==> src/rtl/mem_port_arbiter.sv <==
// mem_port_arbiter: shares one memory port between fetch and data requesters, one transaction at a time.
// Define ARB_FAIR_EN to alternate grants under contention instead of fixed data-over-fetch priority.
module mem_port_arbiter #(
  parameter int AW = 32,
  parameter int DW = 32,
  parameter int TIMEOUT_CYCLES = 255
) (
  input  logic            clk,
  input  logic            reset,
  input  logic            flush,
  input  logic            if_req,
  input  logic [AW-1:0]   if_addr,
  output logic            if_valid,
  output logic [DW-1:0]   if_rdata,
  output logic            if_stall,
  input  logic            d_req,
  input  logic            d_we,
  input  logic [DW/8-1:0] d_wstrb,
  input  logic [AW-1:0]   d_addr,
  input  logic [DW-1:0]   d_wdata,
  output logic            d_valid,
  output logic [DW-1:0]   d_rdata,
  output logic            d_stall,
  output logic            mem_req,
  output logic            mem_we,
  output logic [AW-1:0]   mem_addr,
  output logic [DW-1:0]   mem_wdata,
  output logic [DW/8-1:0] mem_wstrb,
  input  logic            mem_gnt,
  input  logic            mem_rvalid,
  input  logic [DW-1:0]   mem_rdata,
  output logic            bus_err
);
  localparam int SW = DW / 8;
  localparam int CW = TIMEOUT_CYCLES > 1 ? $clog2(TIMEOUT_CYCLES + 1) : 1;
  localparam logic [CW-1:0] T_LAST = CW'(TIMEOUT_CYCLES > 0 ? TIMEOUT_CYCLES - 1 : 0);
  typedef enum logic [1:0] {IDLE, ISSUE, WAIT_RSP} state_t;
  state_t state_q, state_d;
  logic own_q, own_d;
  logic drop_q, drop_d;
  logic [CW-1:0] cnt_q, cnt_d;
  logic mem_req_q, mem_req_d, we_q, we_d;
  logic [AW-1:0] addr_q, addr_d;
  logic [DW-1:0] wdata_q, wdata_d, if_rdata_q, if_rdata_d, d_rdata_q, d_rdata_d;
  logic [SW-1:0] wstrb_q, wstrb_d;
  logic if_valid_q, if_valid_d, d_valid_q, d_valid_d, bus_err_q, bus_err_d;
  logic d_elig, if_elig, pick_d, tmo, fin, err, drop;
`ifdef ARB_FAIR_EN
  logic last_q, last_d;
`endif
  // A requester whose valid is showing this cycle is still holding req from the finished access
  assign d_elig = d_req & ~d_valid_q;
  assign if_elig = if_req & ~if_valid_q & ~flush;
`ifdef ARB_FAIR_EN
  assign pick_d = d_elig & (~if_elig | ~last_q);
`else
  assign pick_d = d_elig;
`endif
  assign tmo = (TIMEOUT_CYCLES != 0) && (cnt_q == T_LAST);
  assign drop = drop_q | flush;
  always_comb begin
    state_d = state_q;
    own_d = own_q;
    drop_d = drop_q | (~own_q & flush);
    cnt_d = cnt_q + 1'b1;
    mem_req_d = mem_req_q;
    addr_d = addr_q;
    we_d = we_q;
    wdata_d = wdata_q;
    wstrb_d = wstrb_q;
    if_valid_d = 1'b0;
    d_valid_d = 1'b0;
    if_rdata_d = if_rdata_q;
    d_rdata_d = d_rdata_q;
    bus_err_d = 1'b0;
    fin = 1'b0;
    err = 1'b0;
`ifdef ARB_FAIR_EN
    last_d = last_q;
`endif
    case (state_q)
      IDLE: begin
        cnt_d = '0;
        drop_d = 1'b0;
        if (d_elig | if_elig) begin
          state_d = ISSUE;
          own_d = pick_d;
          mem_req_d = 1'b1;
          addr_d = pick_d ? d_addr : if_addr;
          we_d = pick_d & d_we;
          wdata_d = pick_d ? d_wdata : '0;
          wstrb_d = pick_d ? d_wstrb : '0;
`ifdef ARB_FAIR_EN
          last_d = pick_d;
`endif
        end
      end
      ISSUE: begin
        if (mem_gnt) begin
          state_d = we_q ? IDLE : WAIT_RSP;
          mem_req_d = 1'b0;
          cnt_d = '0;
          d_valid_d = we_q;
        end
        err = ~mem_gnt & tmo;
        fin = err;
      end
      WAIT_RSP: begin
        err = ~mem_rvalid & tmo;
        fin = mem_rvalid | err;
      end
      default: state_d = IDLE;
    endcase
    // Response or timeout abort; a flushed fetch completes silently
    if (fin) begin
      state_d = IDLE;
      mem_req_d = 1'b0;
      bus_err_d = err;
      if (own_q) begin
        d_valid_d = 1'b1;
        d_rdata_d = err ? '0 : mem_rdata;
      end else if (~drop) begin
        if_valid_d = 1'b1;
        if_rdata_d = err ? '0 : mem_rdata;
      end
    end
    if (state_d == IDLE) drop_d = 1'b0;
  end
  always_ff @(posedge clk) begin
    if (reset) begin
      state_q <= IDLE;
      own_q <= 1'b0;
      drop_q <= 1'b0;
      cnt_q <= '0;
      mem_req_q <= 1'b0;
      addr_q <= '0;
      we_q <= 1'b0;
      wdata_q <= '0;
      wstrb_q <= '0;
      if_valid_q <= 1'b0;
      d_valid_q <= 1'b0;
      if_rdata_q <= '0;
      d_rdata_q <= '0;
      bus_err_q <= 1'b0;
`ifdef ARB_FAIR_EN
      last_q <= 1'b0;
`endif
    end else begin
      state_q <= state_d;
      own_q <= own_d;
      drop_q <= drop_d;
      cnt_q <= cnt_d;
      mem_req_q <= mem_req_d;
      addr_q <= addr_d;
      we_q <= we_d;
      wdata_q <= wdata_d;
      wstrb_q <= wstrb_d;
      if_valid_q <= if_valid_d;
      d_valid_q <= d_valid_d;
      if_rdata_q <= if_rdata_d;
      d_rdata_q <= d_rdata_d;
      bus_err_q <= bus_err_d;
`ifdef ARB_FAIR_EN
      last_q <= last_d;
`endif
    end
  end
  assign mem_req = mem_req_q;
  assign mem_we = we_q;
  assign mem_addr = addr_q;
  assign mem_wdata = wdata_q;
  assign mem_wstrb = wstrb_q;
  assign if_valid = if_valid_q;
  assign if_rdata = if_rdata_q;
  assign d_valid = d_valid_q;
  assign d_rdata = d_rdata_q;
  assign bus_err = bus_err_q;
  assign if_stall = if_req & ~if_valid_q;
  assign d_stall = d_req & ~d_valid_q;
endmodule

==> config.mk <==
export PLATFORM = sky130hd
export DESIGN_NAME = mem_port_arbiter
export DESIGN_NICKNAME = d
export VERILOG_FILES = /design/src/rtl/mem_port_arbiter.sv
export SDC_FILE = /design/constraint.sdc
export NUM_CORES = 1
export LEC_CHECK = 0
export ABC_AREA = 1
export BUFFER_PORTS_ARGS = -buffer_cell sky130_fd_sc_hd__buf_2
export CAP_MARGIN = 20
export CELL_PAD_IN_SITES_DETAIL_PLACEMENT = 1
export CELL_PAD_IN_SITES_GLOBAL_PLACEMENT = 1
export CORE_ASPECT_RATIO = 1.75
export CORE_UTILIZATION = 32
export DETAILED_ROUTE_END_ITERATION = 6
export PLACE_DENSITY_LB_ADDON = 0.1
export RECOVER_POWER = 25
export SLEW_MARGIN = 10
export SYNTH_ARGS = -nofsm -noshare
export SYNTH_HDL_FRONTEND = slang
export SYNTH_SLANG_ARGS = --single-unit
==> constraint.sdc <==
create_clock -name clk -period 1.9 [get_ports clk]
set_clock_uncertainty 0.05 [all_clocks]
set_input_delay 0.38 -clock clk [delete_from_list [all_inputs] [get_ports clk]]
set_output_delay 0.38 -clock clk [all_outputs]
set_load 0.005 [all_outputs]
==> flow_metrics.py <==
metrics = {
    "global_route": {
        "gr-usage-all-layers_pct": 20.7,
        "grt_pass1_wl_um": 32300,
        "antenna_found_initial": 2,
        "grt_pass1_vias": 6577,
        "grt_overflow": 0,
        "grt_max_degree": 98,
    },
    "cells_and_area": {
        "drive_above_1_share_pct": 26.8,
        "syn2layout_area_growth_pct": 40.3,
        "fin_cells": 1464,
        "fin_nets": 1355,
    },
    "synth": {
        "synth.distinct_cells": 24,
        "synth-simple-area-share_pct": 29.9,
        "synth_top_cells_by_area": "dfxtp_1, nand2_1, nor2_1, inv_1, a21oi_1",
        "avgSynthCellArea_um2": 6.76,
        "yosysSeqAreaShare_pct": 47.3,
        "async_flop_share_pct": 0,
        "yosys.area.top_type": "dfxtp_1",
        "synth_xor_area_share_pct": 0.139,
        "synth_top_family_by_area": "simple AND/OR/NAND/NOR gates",
        "synth_top_flop_cell": "dfxtp_1",
        "synth_adder_area_share_pct": 1.19,
        "yosysTopAreaCellShare_pct": 47.3,
        "synth_edf_count": 0,
        "yosys_warnings": 0,
        "synth_compound_area_share_pct": 10.4,
        "syn_inst": 932,
        "syn_area_um2": 6300,
        "ys_seq_elements": 149,
        "syn_nets": 1078,
        "synthMuxAreaShare_pct": 0,
    },
    "pwr": {
        "p_clk_share_pct": 43.8,
        "leakage_uw": 0.00471,
        "switching_share_pct": 27.3,
        "power.switching_uw": 2400,
        "p_int_uw": 6390,
        "p_per_area_nw_per_um2": 993,
        "seqPwrFrac_pct": 40.0,
        "worst_ir_drop_vdd_v": 0.000628,
        "power_frac_comb_pct": 16.2,
    },
    "critical_path": {
        "crit_fanout": 9,
        "rr_endpoint": "if_rdata[21]",
        "r2r_slack_ps": 90,
        "cp-end-kind": "flip-flop",
        "required_ps": 2180,
        "worst_setup_path_start_kind": "flip-flop",
        "path_class": "reg2reg",
        "reg2reg_from": "state_q[0]",
        "worstPathArrival_ps": 2090,
        "r2r_cells": 8,
    },
    "run": {
        "timing.max_cap.violations": 0,
    },
    "place": {
        "gp_congestion": 0.777,
        "pre_cts_slack_ps": -142,
        "dpl.hpwl_um": 14800,
        "dp_cells": 1425,
        "portBuffers": 278,
    },
    "drt": {
        "dr.pass1.iters": 4,
        "antenna_left": 0,
        "drt_iter0_markers": 155,
        "num_vias": 6627,
        "wl_um": 21200,
        "via_per_inst": 4.53,
        "drt-wirelength-per-cell_um": 14.5,
        "drc": 0,
    },
    "floorplanning": {
        "io_pins": 279,
        "die_y_um": 188,
        "start_util_pct": 32.8,
        "fp.coreArea_um2": 19200,
        "die_area_um2": 20300,
        "num_rows": 67,
        "die_w_um": 108,
    },
    "timing": {
        "maxSlewHeadroom_pct": 70.3,
        "whs_ps": 135,
        "hold_viol": 0,
        "rsz0062_at_grt": "true",
        "worstMarginPinSlew_ps": 446,
        "fin_crit_sh_pct": 95.3,
        "max_freq_mhz": 552,
        "min_period_ps": 1810,
        "report.final.slew_viol_count": 0,
        "setup_violations": 0,
        "layout_setup_ws_ps": 88.7,
    },
    "clock_network": {
        "cts_buffers": 17,
        "clock-sinks": 149,
        "clock_latency_ps": 430,
        "clk_pin_slew_ps": 70,
        "cts-root-buf": "clkbuf_16",
        "cts_buffer_depth": 2,
        "tritoncts": "yes",
        "cts.htree.levels": 4,
    },
    "hold_path": {
        "hold_class": "in2reg",
        "hp-start": "d_wdata[29]",
        "min_to": "mem_wdata[29]",
        "whs_path_depth": 3,
    },
    "run_status": {
        "outcome": "finished, final reports clean",
    },
}
## power groups by stage
stage | logic [uW] | registers, uW | clock network (uW)
floorplan | 718 | 3600 | 0
global placement | 1420 | 3570 | 0
detailed placement | 1430 | 3580 | 0
CTS | 1440 | 3510 | 3940
global route | 1600 | 3550 | 4060
finish | 1420 | 3520 | 3850
## final cells by class
class | instances | area (um^2)
clock buffers | 19 | 453
multi-input cells | 610 | 2690
repair buffers | 309 | 1740
clock inverters | 13 | 219
inverters | 122 | 458
well taps | 241 | 302
flip-flops and latches | 149 | 2990
fillers | 2564 | 10300
diodes | 1 | 2.50
## worst max path at each step
stage	start	end	slack, ps	depth (start not counted)
floorplan	state_q[1]	if_rdata[22]	210	8
global placement	state_q[1]	bus_err	-120	9
detailed placement	state_q[1]	bus_err	-140	9
CTS	state_q[1]	bus_err	30	9
global route	state_q[0]	if_rdata[21]	-80	10
finish	state_q[0]	if_rdata[21]	90	8
## layout by cell type, fill, tap and decap left out
master and count:
clkinv_4 4, nor2_2 3, and3_1 2, nor2_1 166, a21oi_1 46, o21ai_0 39
inv_1 120, nand2_4 2, nand3_1 13, buf_4 18, nand4_1 1, nand2_2 2
nand4_4 2, nor3_2 1, o21ai_1 4, diode_2 1, dfxtp_1 147, clkinvlp_4 1
o21ai_2 1, inv_2 2, buf_12 8, nor4_4 1, nand2_1 285, bufinv_16 5
dfxtp_2 2, ha_4 1, buf_6 2, ha_2 1, clkbuf_1 34, ha_1 4
o211ai_1 1, inv_6 3, nor2_4 2, xnor2_1 1, a31oi_1 32, clkbuf_16 20
buf_2 244, clkbuf_8 2
## critical path, stage by stage (launching register included)
cell     delay, ps
dfxtp_2        380
inv_1           80
ha_2           400
nand2_1        140
nor2_4         180
buf_4          200
nor2_1          70
nor2_1         140
nor2_1          60
## synthesized netlist by cell type (3+ instances only)
cell	number
nand2_1	286
nor2_1	169
dfxtp_1	149
inv_1	121
a21oi_1	46
o21ai_0	44
a31oi_1	32
clkbuf_1	28
buf_2	19
nand3_1	13
ha_1	6
buf_6	3
## layer usage
layer  share of wire (%)  vias to the layer above  track usage [%]
met1                  39                     3027             21.1
met5               0.061                        -                0
met2                  54                      182             37.7
li1                    -                     3388                -
met3                 6.0                       28             6.50
met4                 1.9                        2             8.54
## cells by family (layout without fill, tap and decap cells)
| group | count (synthesis) | after routing |
|---|---|---|
| AND/OR/NAND/NOR | 480 | 480 |
| buffers and inverters | 173 | 463 |
| flip-flops | 149 | 149 |
| AO/OA/AOI/OAI | 123 | 123 |
| adder cells (fa/ha/maj) | 6 | 6 |
| XOR/XNOR | 1 | 1 |
| other | 0 | 1 |
## sequential cells by signal (all words and copies together) (netlist names), 2 cells and up
signal / cells
cnt_q: 8
state_q: 2
mem_addr: 32
d_rdata: 32
mem_wstrb: 4
if_rdata: 32
mem_wdata: 32
## metrics by stage
step           total power [uW]  util, %  cell area (um^2)  setup TNS (ps)
2_1_floorplan              4310        -              6300               0
3_3_place_gp               4990     41.9              8050            -119
3_5_place_dp               5010     41.9              8050            -142
4_1_cts                    8890     45.5              8730               0
5_1_grt                    9220     46.1              8850           -1520
6_report                   8790     46.1              8850               0
## timing repair
action | CTS | global route
endpoints found under the setup margin | 4 | 66
resized for setup | 4 | 15
pin swaps | 0 | 2
buffers inserted | 0 | 2
gates cloned | 0 | 4
hold buffers | 0 | 0
(Power assumes the default switching activity.)
